## config.mk

```make
export PLATFORM = sky130hd
export DESIGN_NAME = irq_ctrl_flat
export DESIGN_NICKNAME = d
export VERILOG_FILES = /design/src/rtl/irq_ctrl_pkg.sv /design/src/rtl/irq_ctrl_if.sv /design/src/rtl/irq_sync.sv /design/src/rtl/irq_ctrl.sv /design/src/flat_wrapper.sv
export SDC_FILE = /design/constraint.sdc
export NUM_CORES = 1
export LEC_CHECK = 0
export CAP_MARGIN = 20
export CORE_UTILIZATION = 45
export CTS_CLUSTER_DIAMETER = 150
export DETAILED_ROUTE_END_ITERATION = 6
export MAX_ROUTING_LAYER = met4
export PLACE_DENSITY = 0.74
export SLEW_MARGIN = 15
export SYNTH_ARGS = -nofsm -noshare
export SYNTH_HDL_FRONTEND = slang
export SYNTH_SLANG_ARGS = --single-unit
```

## constraint.sdc

```tcl
create_clock -name clk -period 2.4 [get_ports clk]
set_clock_uncertainty 0.1 [all_clocks]
set_input_delay 0.6 -clock clk [delete_from_list [all_inputs] [get_ports clk]]
set_output_delay 0.6 -clock clk [all_outputs]
set_load 0.02 [all_outputs]
```

## src/rtl/irq_ctrl_pkg.sv

```systemverilog
// Shared types and constants for the interrupt controller and the trap logic
// that consumes its irq/irq_id outputs.
package irq_ctrl_pkg;

    localparam int MAX_IRQ      = 31;
    localparam int MAX_ID_WIDTH = 5;

    typedef logic [MAX_ID_WIDTH-1:0] irq_id_t;

    localparam irq_id_t     IRQ_NONE  = '0;
    localparam logic [31:0] TRAP_ADDR = 32'h0000_0100;

    typedef enum logic {
        TRIG_LEVEL = 1'b0,
        TRIG_EDGE  = 1'b1
    } trig_e;

endpackage

```

## src/rtl/irq_ctrl_if.sv

```systemverilog
// Handshake between the interrupt controller (slave) and the cpu trap logic
// (master): request/id out, claim/complete back.
interface irq_ctrl_if #(
    parameter int ID_WIDTH = 4
);

    logic                irq;
    logic [ID_WIDTH-1:0] irq_id;
    logic                claim;
    logic                complete;
    logic [ID_WIDTH-1:0] complete_id;

    modport master (
        input  irq,
        input  irq_id,
        output claim,
        output complete,
        output complete_id
    );

    modport slave (
        output irq,
        output irq_id,
        input  claim,
        input  complete,
        input  complete_id
    );

endinterface

```

## src/rtl/irq_sync.sv

```systemverilog
// Synchroniser for one asynchronous interrupt source, with an optional
// rising-edge detector for edge-triggered sources.
module irq_sync
    import irq_ctrl_pkg::*;
#(
    parameter int    SYNC_STAGES = 2,
    parameter trig_e TRIGGER     = TRIG_LEVEL
) (
    input  logic clk,
    input  logic rst,
    input  logic src,
    output logic event_out
);

    logic [SYNC_STAGES-1:0] sync_q;
    logic                   s;

    always_ff @(posedge clk) begin
        if (rst) begin
            sync_q <= '0;
        end else begin
            sync_q <= {sync_q[SYNC_STAGES-2:0], src};
        end
    end

    assign s = sync_q[SYNC_STAGES-1];

    generate
        if (TRIGGER == TRIG_EDGE) begin : g_edge
            logic s_d;
            logic rise_q;

            // The rise pulse is registered, so edge sources lag level ones by a cycle.
            always_ff @(posedge clk) begin
                if (rst) begin
                    s_d    <= 1'b0;
                    rise_q <= 1'b0;
                end else begin
                    s_d    <= s;
                    rise_q <= s & ~s_d;
                end
            end

            assign event_out = rise_q;
        end else begin : g_level
            assign event_out = s;
        end
    endgenerate

endmodule

```

## src/rtl/irq_ctrl.sv

```systemverilog
// Interrupt controller: synchronised edge/level sources, enable/pending/active
// tracking and a fixed lowest-index-wins priority encoder feeding the trap logic.
module irq_ctrl
    import irq_ctrl_pkg::*;
#(
    parameter int                 NUM_IRQ     = 8,
    parameter int                 SYNC_STAGES = 2,
    parameter logic [NUM_IRQ-1:0] EDGE_MASK   = '0,
    parameter bit                 NESTED      = 1'b0,
    parameter int                 ID_WIDTH    = $clog2(NUM_IRQ + 1)
) (
    input  logic               clk,
    input  logic               rst,
    input  logic [NUM_IRQ-1:0] src,
    input  logic               en_we,
    input  logic [NUM_IRQ-1:0] en_data,
    irq_ctrl_if.slave          trap,
    output logic [NUM_IRQ-1:0] pending,
    output logic [NUM_IRQ-1:0] active
);

    logic [NUM_IRQ-1:0]  src_evt;
    logic [NUM_IRQ-1:0]  enable_q;
    logic [NUM_IRQ-1:0]  pending_q;
    logic [NUM_IRQ-1:0]  active_q;
    logic                irq_q;
    logic [ID_WIDTH-1:0] irq_id_q;

    logic [NUM_IRQ-1:0]  claim_vec;
    logic [NUM_IRQ-1:0]  complete_vec;
    logic [NUM_IRQ-1:0]  pending_nxt;
    logic [NUM_IRQ-1:0]  active_nxt;
    logic [NUM_IRQ-1:0]  enable_nxt;
    logic [NUM_IRQ-1:0]  eligible;
    logic                irq_nxt;
    logic [ID_WIDTH-1:0] irq_id_nxt;

    generate
        for (genvar i = 0; i < NUM_IRQ; i++) begin : g_src
            irq_sync #(
                .SYNC_STAGES (SYNC_STAGES),
                .TRIGGER     (trig_e'(EDGE_MASK[i]))
            ) u_sync (
                .clk       (clk),
                .rst       (rst),
                .src       (src[i]),
                .event_out (src_evt[i])
            );
        end
    endgenerate

    // Irq/irq_id are computed from the post-update state so a claimed or
    // disabled source disappears from irq on the very next cycle.
    always_comb begin
        claim_vec    = '0;
        complete_vec = '0;
        pending_nxt  = '0;
        for (int i = 0; i < NUM_IRQ; i++) begin
            if (trap.claim && irq_q && irq_id_q == ID_WIDTH'(i + 1)) begin
                claim_vec[i] = 1'b1;
            end
            if (trap.complete && trap.complete_id == ID_WIDTH'(i + 1) && active_q[i]) begin
                complete_vec[i] = 1'b1;
            end
        end

        // Claim is applied after complete so it wins when both name one source.
        active_nxt = (active_q & ~complete_vec) | claim_vec;
        enable_nxt = en_we ? en_data : enable_q;

        for (int i = 0; i < NUM_IRQ; i++) begin
            if (EDGE_MASK[i]) begin
                pending_nxt[i] = (pending_q[i] & ~claim_vec[i]) | src_evt[i];
            end else begin
                pending_nxt[i] = src_evt[i] & ~active_q[i] & ~claim_vec[i];
            end
        end

        eligible = pending_nxt & enable_nxt & ~active_nxt;
        if (!NESTED && (|active_nxt)) begin
            eligible = '0;
        end

        irq_nxt    = |eligible;
        irq_id_nxt = ID_WIDTH'(IRQ_NONE);
        for (int i = NUM_IRQ - 1; i >= 0; i--) begin
            if (eligible[i]) begin
                irq_id_nxt = ID_WIDTH'(i + 1);
            end
        end
    end

    always_ff @(posedge clk) begin
        if (rst) begin
            enable_q  <= '0;
            pending_q <= '0;
            active_q  <= '0;
            irq_q     <= 1'b0;
            irq_id_q  <= ID_WIDTH'(IRQ_NONE);
        end else begin
            enable_q  <= enable_nxt;
            pending_q <= pending_nxt;
            active_q  <= active_nxt;
            irq_q     <= irq_nxt;
            irq_id_q  <= irq_id_nxt;
        end
    end

    assign trap.irq    = irq_q;
    assign trap.irq_id = irq_id_q;
    assign pending     = pending_q;
    assign active      = active_q;

endmodule

```

## src/flat_wrapper.sv

```systemverilog
// flat-port wrapper written by rule: the top's interface ports become plain ports
module irq_ctrl_flat import irq_ctrl_pkg::*;
#(
    parameter int                 NUM_IRQ     = 8,
    parameter int                 SYNC_STAGES = 2,
    parameter logic [NUM_IRQ-1:0] EDGE_MASK   = '0,
    parameter bit                 NESTED      = 1'b0,
    parameter int                 ID_WIDTH    = $clog2(NUM_IRQ + 1)
)
  (clk, rst, src, en_we, en_data, pending, active, trap_irq, trap_irq_id, trap_claim, trap_complete, trap_complete_id);
  irq_ctrl_if #(.ID_WIDTH(ID_WIDTH)) trap_i ();
  input  logic clk;
  input  logic rst;
  input  logic [NUM_IRQ-1:0] src;
  input  logic en_we;
  input  logic [NUM_IRQ-1:0] en_data;
  output logic [NUM_IRQ-1:0] pending;
  output logic [NUM_IRQ-1:0] active;
  output wire logic [$bits(trap_i.irq)-1:0] trap_irq;
  output wire logic [$bits(trap_i.irq_id)-1:0] trap_irq_id;
  input wire logic [$bits(trap_i.claim)-1:0] trap_claim;
  input wire logic [$bits(trap_i.complete)-1:0] trap_complete;
  input wire logic [$bits(trap_i.complete_id)-1:0] trap_complete_id;
  assign trap_irq = trap_i.irq;
  assign trap_irq_id = trap_i.irq_id;
  assign trap_i.claim = trap_claim;
  assign trap_i.complete = trap_complete;
  assign trap_i.complete_id = trap_complete_id;
  irq_ctrl #(.NUM_IRQ(NUM_IRQ), .SYNC_STAGES(SYNC_STAGES), .EDGE_MASK(EDGE_MASK), .NESTED(NESTED), .ID_WIDTH(ID_WIDTH)) u_core (.clk(clk), .rst(rst), .src(src), .en_we(en_we), .en_data(en_data), .trap(trap_i), .pending(pending), .active(active));
endmodule
```

* Word-level counts from Yosys, hierarchy flattened
Cells that the tools add are included.
** Operators by class
- Equal/unequal tests :: 16
- Mux-type cells :: 26
- Bitwise gates (word level) :: 38
- Reductions and logical operators :: 30
** Operators with widths (number)
- 4-bit by 3-bit equality test with 1-bit output (second input constant) :: 8
- 1-bit logical AND :: 25
- 8-bit AND :: 3
- 8-bit OR reduction :: 3
- 1-bit 2-to-1 mux :: 17
- 1-bit AND :: 16
- 4-bit by 2-bit equality test with 1-bit output (second input constant) :: 4
- 8-bit 2-to-1 mux :: 2
- 1-bit inverter :: 16
- 8-bit inverter :: 2
- 3-bit 2-to-1 mux :: 4
- 4-bit by 1-bit equality test with 1-bit output (second input constant) :: 2
- 4-bit equality test (second input constant) :: 2
- 8-bit bitwise OR :: 1
- 2-bit 2-to-1 mux :: 2
- 4-bit 2-to-1 mux :: 1
- 4-bit OR reduction :: 1
- 2-bit OR reduction :: 1
** Storage, ports and cells
- Flip-flop bits (word level) :: 45
- Logic and storage cells :: 126

* Longest topological paths before layout
- Depth in word-level cells :: 18
- Depth in mapped cells :: 6

* By module
A second synthesis with hierarchy kept.
** Unflattened totals
- Cell total of the unflattened synthesis :: 177
- Area, all modules :: 1749.2 um^2
** By module, submodules not included
- irq_ctrl :: instances 1, cells an instance 145, area an instance 1328.8 um^2, seq. area each 580.6 um^2
- irq_sync :: instances 8, cells an instance 4, area an instance 52.6 um^2, seq. area each 40.0 um^2

* Worst setup path after synthesis
Ideal clock, no wire load.
- Kind :: input to register
- From :: in trap_complete_id[1]
- To :: reg u_core.irq_id_q[2] (netlist: u_core.trap.irq_id[2])
- Data arrival time :: 1724 ps
- Required time :: 2213 ps
- Path slack :: 488 ps
- Stages on the path :: 6
- Path through :: buf_6 nor2_4 nand4b_4 a2111oi_4 nand4_2 nor4b_2
** Between the ends
- Cells in the longest elaborated chain, start to end :: 14
- Elaborated cells between the ends (all ways) :: 44
- Classes of those cells :: 8 x eq/ne; 13 x mux; 5 x bitwise; 18 x reduce/logical
** RTL lines
- start: declaration :: RTL line flat_wrapper.sv:23 : input wire logic [$bits(trap_i.complete_id)-1:0] trap_complete_id;
- 4-bit by 3-bit equality test with 1-bit output :: RTL line irq_ctrl.sv:62 : if (trap.complete && trap.complete_id == ID_WIDTH'(i + 1) && active_q[i]) begin
- 1-bit logical AND (2 in series) :: RTL line irq_ctrl.sv:62
- 1-bit 2-to-1 mux :: RTL line irq_ctrl.sv:62
- 8-bit inverter (*) :: RTL line irq_ctrl.sv:68 : active_nxt = (active_q & ~complete_vec) | claim_vec;
- 8-bit AND (*) :: RTL line irq_ctrl.sv:68
- 8-bit bitwise OR (*) :: RTL line irq_ctrl.sv:68
- branches (longest 2 deep; another with 8-bit OR reduction)
- 8-bit 2-to-1 mux (*) :: RTL line irq_ctrl.sv:80 : if (!NESTED && (|active_nxt)) begin
- 3-bit 2-to-1 mux (4 in series) :: RTL line irq_ctrl.sv:87 : if (eligible[i]) begin
- end signal: assignment :: RTL line irq_ctrl.sv:99 : irq_id_q <= ID_WIDTH'(IRQ_NONE);
- end signal: assignment :: RTL line irq_ctrl.sv:105 : irq_id_q <= irq_id_nxt;
- end: declaration :: RTL line irq_ctrl.sv:27 : logic [ID_WIDTH-1:0] irq_id_q;
Every way passes the cells marked *.
A chain may end at the register's enable or synchronous reset.

* Worst setup path after layout
- From :: reg u_core.irq_id_q[0] (netlist: u_core.trap.irq_id[0])
- To :: out trap_irq_id[0]
** RTL lines
- end: declaration :: RTL line flat_wrapper.sv:20 : output wire logic [$bits(trap_i.irq_id)-1:0] trap_irq_id;
No word-level cell between the ends.

==> run_results.csv <==
group,metric,value,unit
status,status,"finished clean",
synthesis,synth-edff-count,0,
clocking,cts.repair.resized,0,
critical_path,rr_worst_depth,5,
synthesis,synthArstFlopShare,0,%
critical_path,critPathMaxStageDelay,680,ps
clocking,post_cts_buffers,0,
critical_path,worst_path_dominant_cell_family,"buffers and inverters",
drt,routed_wl,3.86,mm
drt,viasPerCell,5.15,
die,ioPinCount,46,
global_routing,first_global_vias,1440,
die,core_area,3740,um2
clocking,postCtsHoldBufs,0,
global_routing,overflow,0,
timing,slew_headroom,67.4,%
drt,wl_per_cell,13.8,um
drt,first_iter_violations,64,
power_and_ir_drop,powerDensity,578,nW/um2
final_layout,regArea,901,um2
critical_path,cp_num_cells,1,
synthesis,synthTopCellsByArea,"dfxtp_1 50%, nor2b_1 6.2%, mux2i_1 5.0%, nor2_1 4.6%, a21oi_1 2.2%",
synthesis,synth_top_area_cell,"dfxtp_1",
critical_path,reg2reg_slack,440,ps
timing,drv_slew,0,
synthesis,synth_warnings,0,
die,start_util,48.3,%
timing,max_freq,450,MHz
drt,drcViolationCount,0,
drt,vias,1436,
synthesis,synth_cell_type_count,45,
timing,fin_ws,176,ps
synthesis,ys_seq_elements,45,
timing,rsz0062_at_grt,"false",
drt,dr.pass1.iters,4,
run,cap_viol_max_count,0,
synthesis,synth_flop_cell,"dfxtp_1",
critical_path,cp.arrival,1520,ps
final_layout,nets,256,
clocking,path_clk_slew,70,ps
min_path,holdPathStages,1,
critical_path,crit_path_cell_trace,"clkdlybuf4s50_1",
final_layout,fillers,324,
placement,pre_cts_ws,-112,ps
power_and_ir_drop,fin_total_pwr,1.42,mW
die,dieArea,4280,um2
die,die_w,65.4,um
critical_path,cp_max_fo,10,
timing,hold_violations,0,
global_routing,antenna_found_initial,0,
clocking,clock_latency,300,ps
critical_path,worst_setup_path_start_kind,"flip-flop",
placement,gp_congestion,0.865,
synthesis,syn-instance-count,176,
critical_path,cp-end-kind,"output port",
drt,ant_nets,0,
final_layout,multi_input_area,837,um2
final_layout,fin_util,65.6,%
critical_path,cp_num_buf_inv,1,
critical_path,criticalPathCategory,"reg -> out",
timing,worst_pin_slew,488,ps
placement,dp_hpwl,2.95,mm
synthesis,synthDominantCellAreaShare,49.8,%
timing,finalCriticalPeriod,2220,ps
synthesis,synth_area_per_cell,10.3,um2
power_and_ir_drop,p_leak,0.932,nW
clocking,cts_tree,"done",
critical_path,cp_slowest_cell,"clkdlybuf4s50_1",
global_routing,grt_util_all_layers,20.7,%
timing,fin_tns_setup,0,ps
timing,fin_hold_ws,339,ps
critical_path,cp_data_required_time,1700,ps
final_layout,final_layout_size_suffix_gt1_share,12.6,%
timing,period_share,92.7,%
clocking,htree_levels,2,
global_routing,grt_first_pass_wirelength,6.41,mm
clocking,cts_max_path_buffers,2,
timing,timing.final.setup_violations,0,
final_layout,diodes,0,
synthesis,synth_nets,201,
synthesis,ys_seq_area_share,49.8,%
min_path,min_path_type,"reg -> reg",
synthesis,synth_area,1810,um2
placement,io_buffer_count,45,
power_and_ir_drop,ir_drop,0.481,mV
final_layout,area_growth,35.8,%
global_routing,grt_max_degree,23,
clocking,root_buffer,"clkbuf_8",
die,die_h,65.4,um
die,fp-row-count,22,
clocking,cts_sinks,45,
clocking,numCtsBuffers,5,
Yosys cell counts (2+ instances only):
library cell  number
clkbuf_1           3
a2111oi_0          2
nor4b_2            2
o21ai_0            2
inv_1              7
nand3_1            5
mux2i_1            9
a22oi_1            2
nand2_1            5
a21oi_1            8
nor2b_1           18
a221oi_2           2
a31oi_1            3
a211oi_1           3
and3_1             2
nor3_1             4
nor2_1            22
dfxtp_1           45
buf_2              2
nand2b_1           4
a2111o_1           2
state kept, by name, indices dropped and copies added, names as in the netlist:
name                        cells
u_core.pending                  8
u_core.trap.irq                 1
u_core.trap.irq_id              4
u_core.enable_q                 8
u_core.g_src.u_sync.sync_q     16
u_core.active                   8
final cells by class:
cell class	instances	share of cell area, %
Tap cell	48	2.45
Clock buffer	7	3.52
Multi-Input combinational cell	116	34.1
Timing Repair Buffer	56	22.2
Sequential cell	45	36.7
Inverter	7	1.07
metal layers:
metal	GRT usage (%)	up-vias	part of all wire [%]
li1	-	728	-
met1	23.2	656	44
met2	34.9	44	48
met3	5.90	8	5.7
met4	7.61	0	2.1
met5	-	-	0
cell usage in the layout (no fill, tap or decap), types with 2 or more instances in the layout:
cell type,n
nor2_1,22
clkbuf_8,6
o21ai_0,2
nor4b_2,2
mux2i_1,9
buf_4,10
a221oi_2,2
clkdlybuf4s50_1,45
dfxtp_1,45
nor3_1,4
nand3_1,5
and3_1,2
nand2_1,5
a2111oi_0,2
nor2b_1,18
inv_1,7
a22oi_1,2
a211oi_1,3
a2111o_1,2
a21oi_1,8
a31oi_1,3
nand2b_1,4
path summary, 6_finish.rpt:
kind                                                     from                                           to
setup reg to reg             u_core.trap.irq_id[0]$_SDFF_PP0_             u_core.trap.irq_id[2]$_SDFF_PP0_
hold / removal    u_core.g_src[6].u_sync.sync_q[0]$_SDFF_PP0_  u_core.g_src[6].u_sync.sync_q[1]$_SDFF_PP0_
setup / recovery             u_core.trap.irq_id[0]$_SDFF_PP0_                               trap_irq_id[0]
hold reg to reg   u_core.g_src[6].u_sync.sync_q[0]$_SDFF_PP0_  u_core.g_src[6].u_sync.sync_q[1]$_SDFF_PP0_
metrics by stage:
step                      instance area [um2]  instances
final                                    2460        279
after global routing                     2460        279
after CTS                                2460        279
after detailed placement                 2370        272
after global placement                   2370        272
after floorplan                          1810        176
report_power, final:
group          total [mW]  switching [mW]  internal (mW)  leakage (nW)
logic               0.171          0.0764         0.0942         0.519
clock network       0.460           0.232          0.228        0.0443
registers           0.790          0.0149          0.775         0.369
total                1.42           0.323           1.10         0.932
cell families (layout without fill, tap and decap cells):
kind of cell	count (synthesis)	after routing	synth area share [%]
AND/OR/NAND/NOR	77	77	27.5
buffers and inverters	15	70	3.88
AO/OA/AOI/OAI	30	30	13.8
flip-flops	45	45	49.8
multiplexers	9	9	4.98
Power figures use the tool's default switching activity.
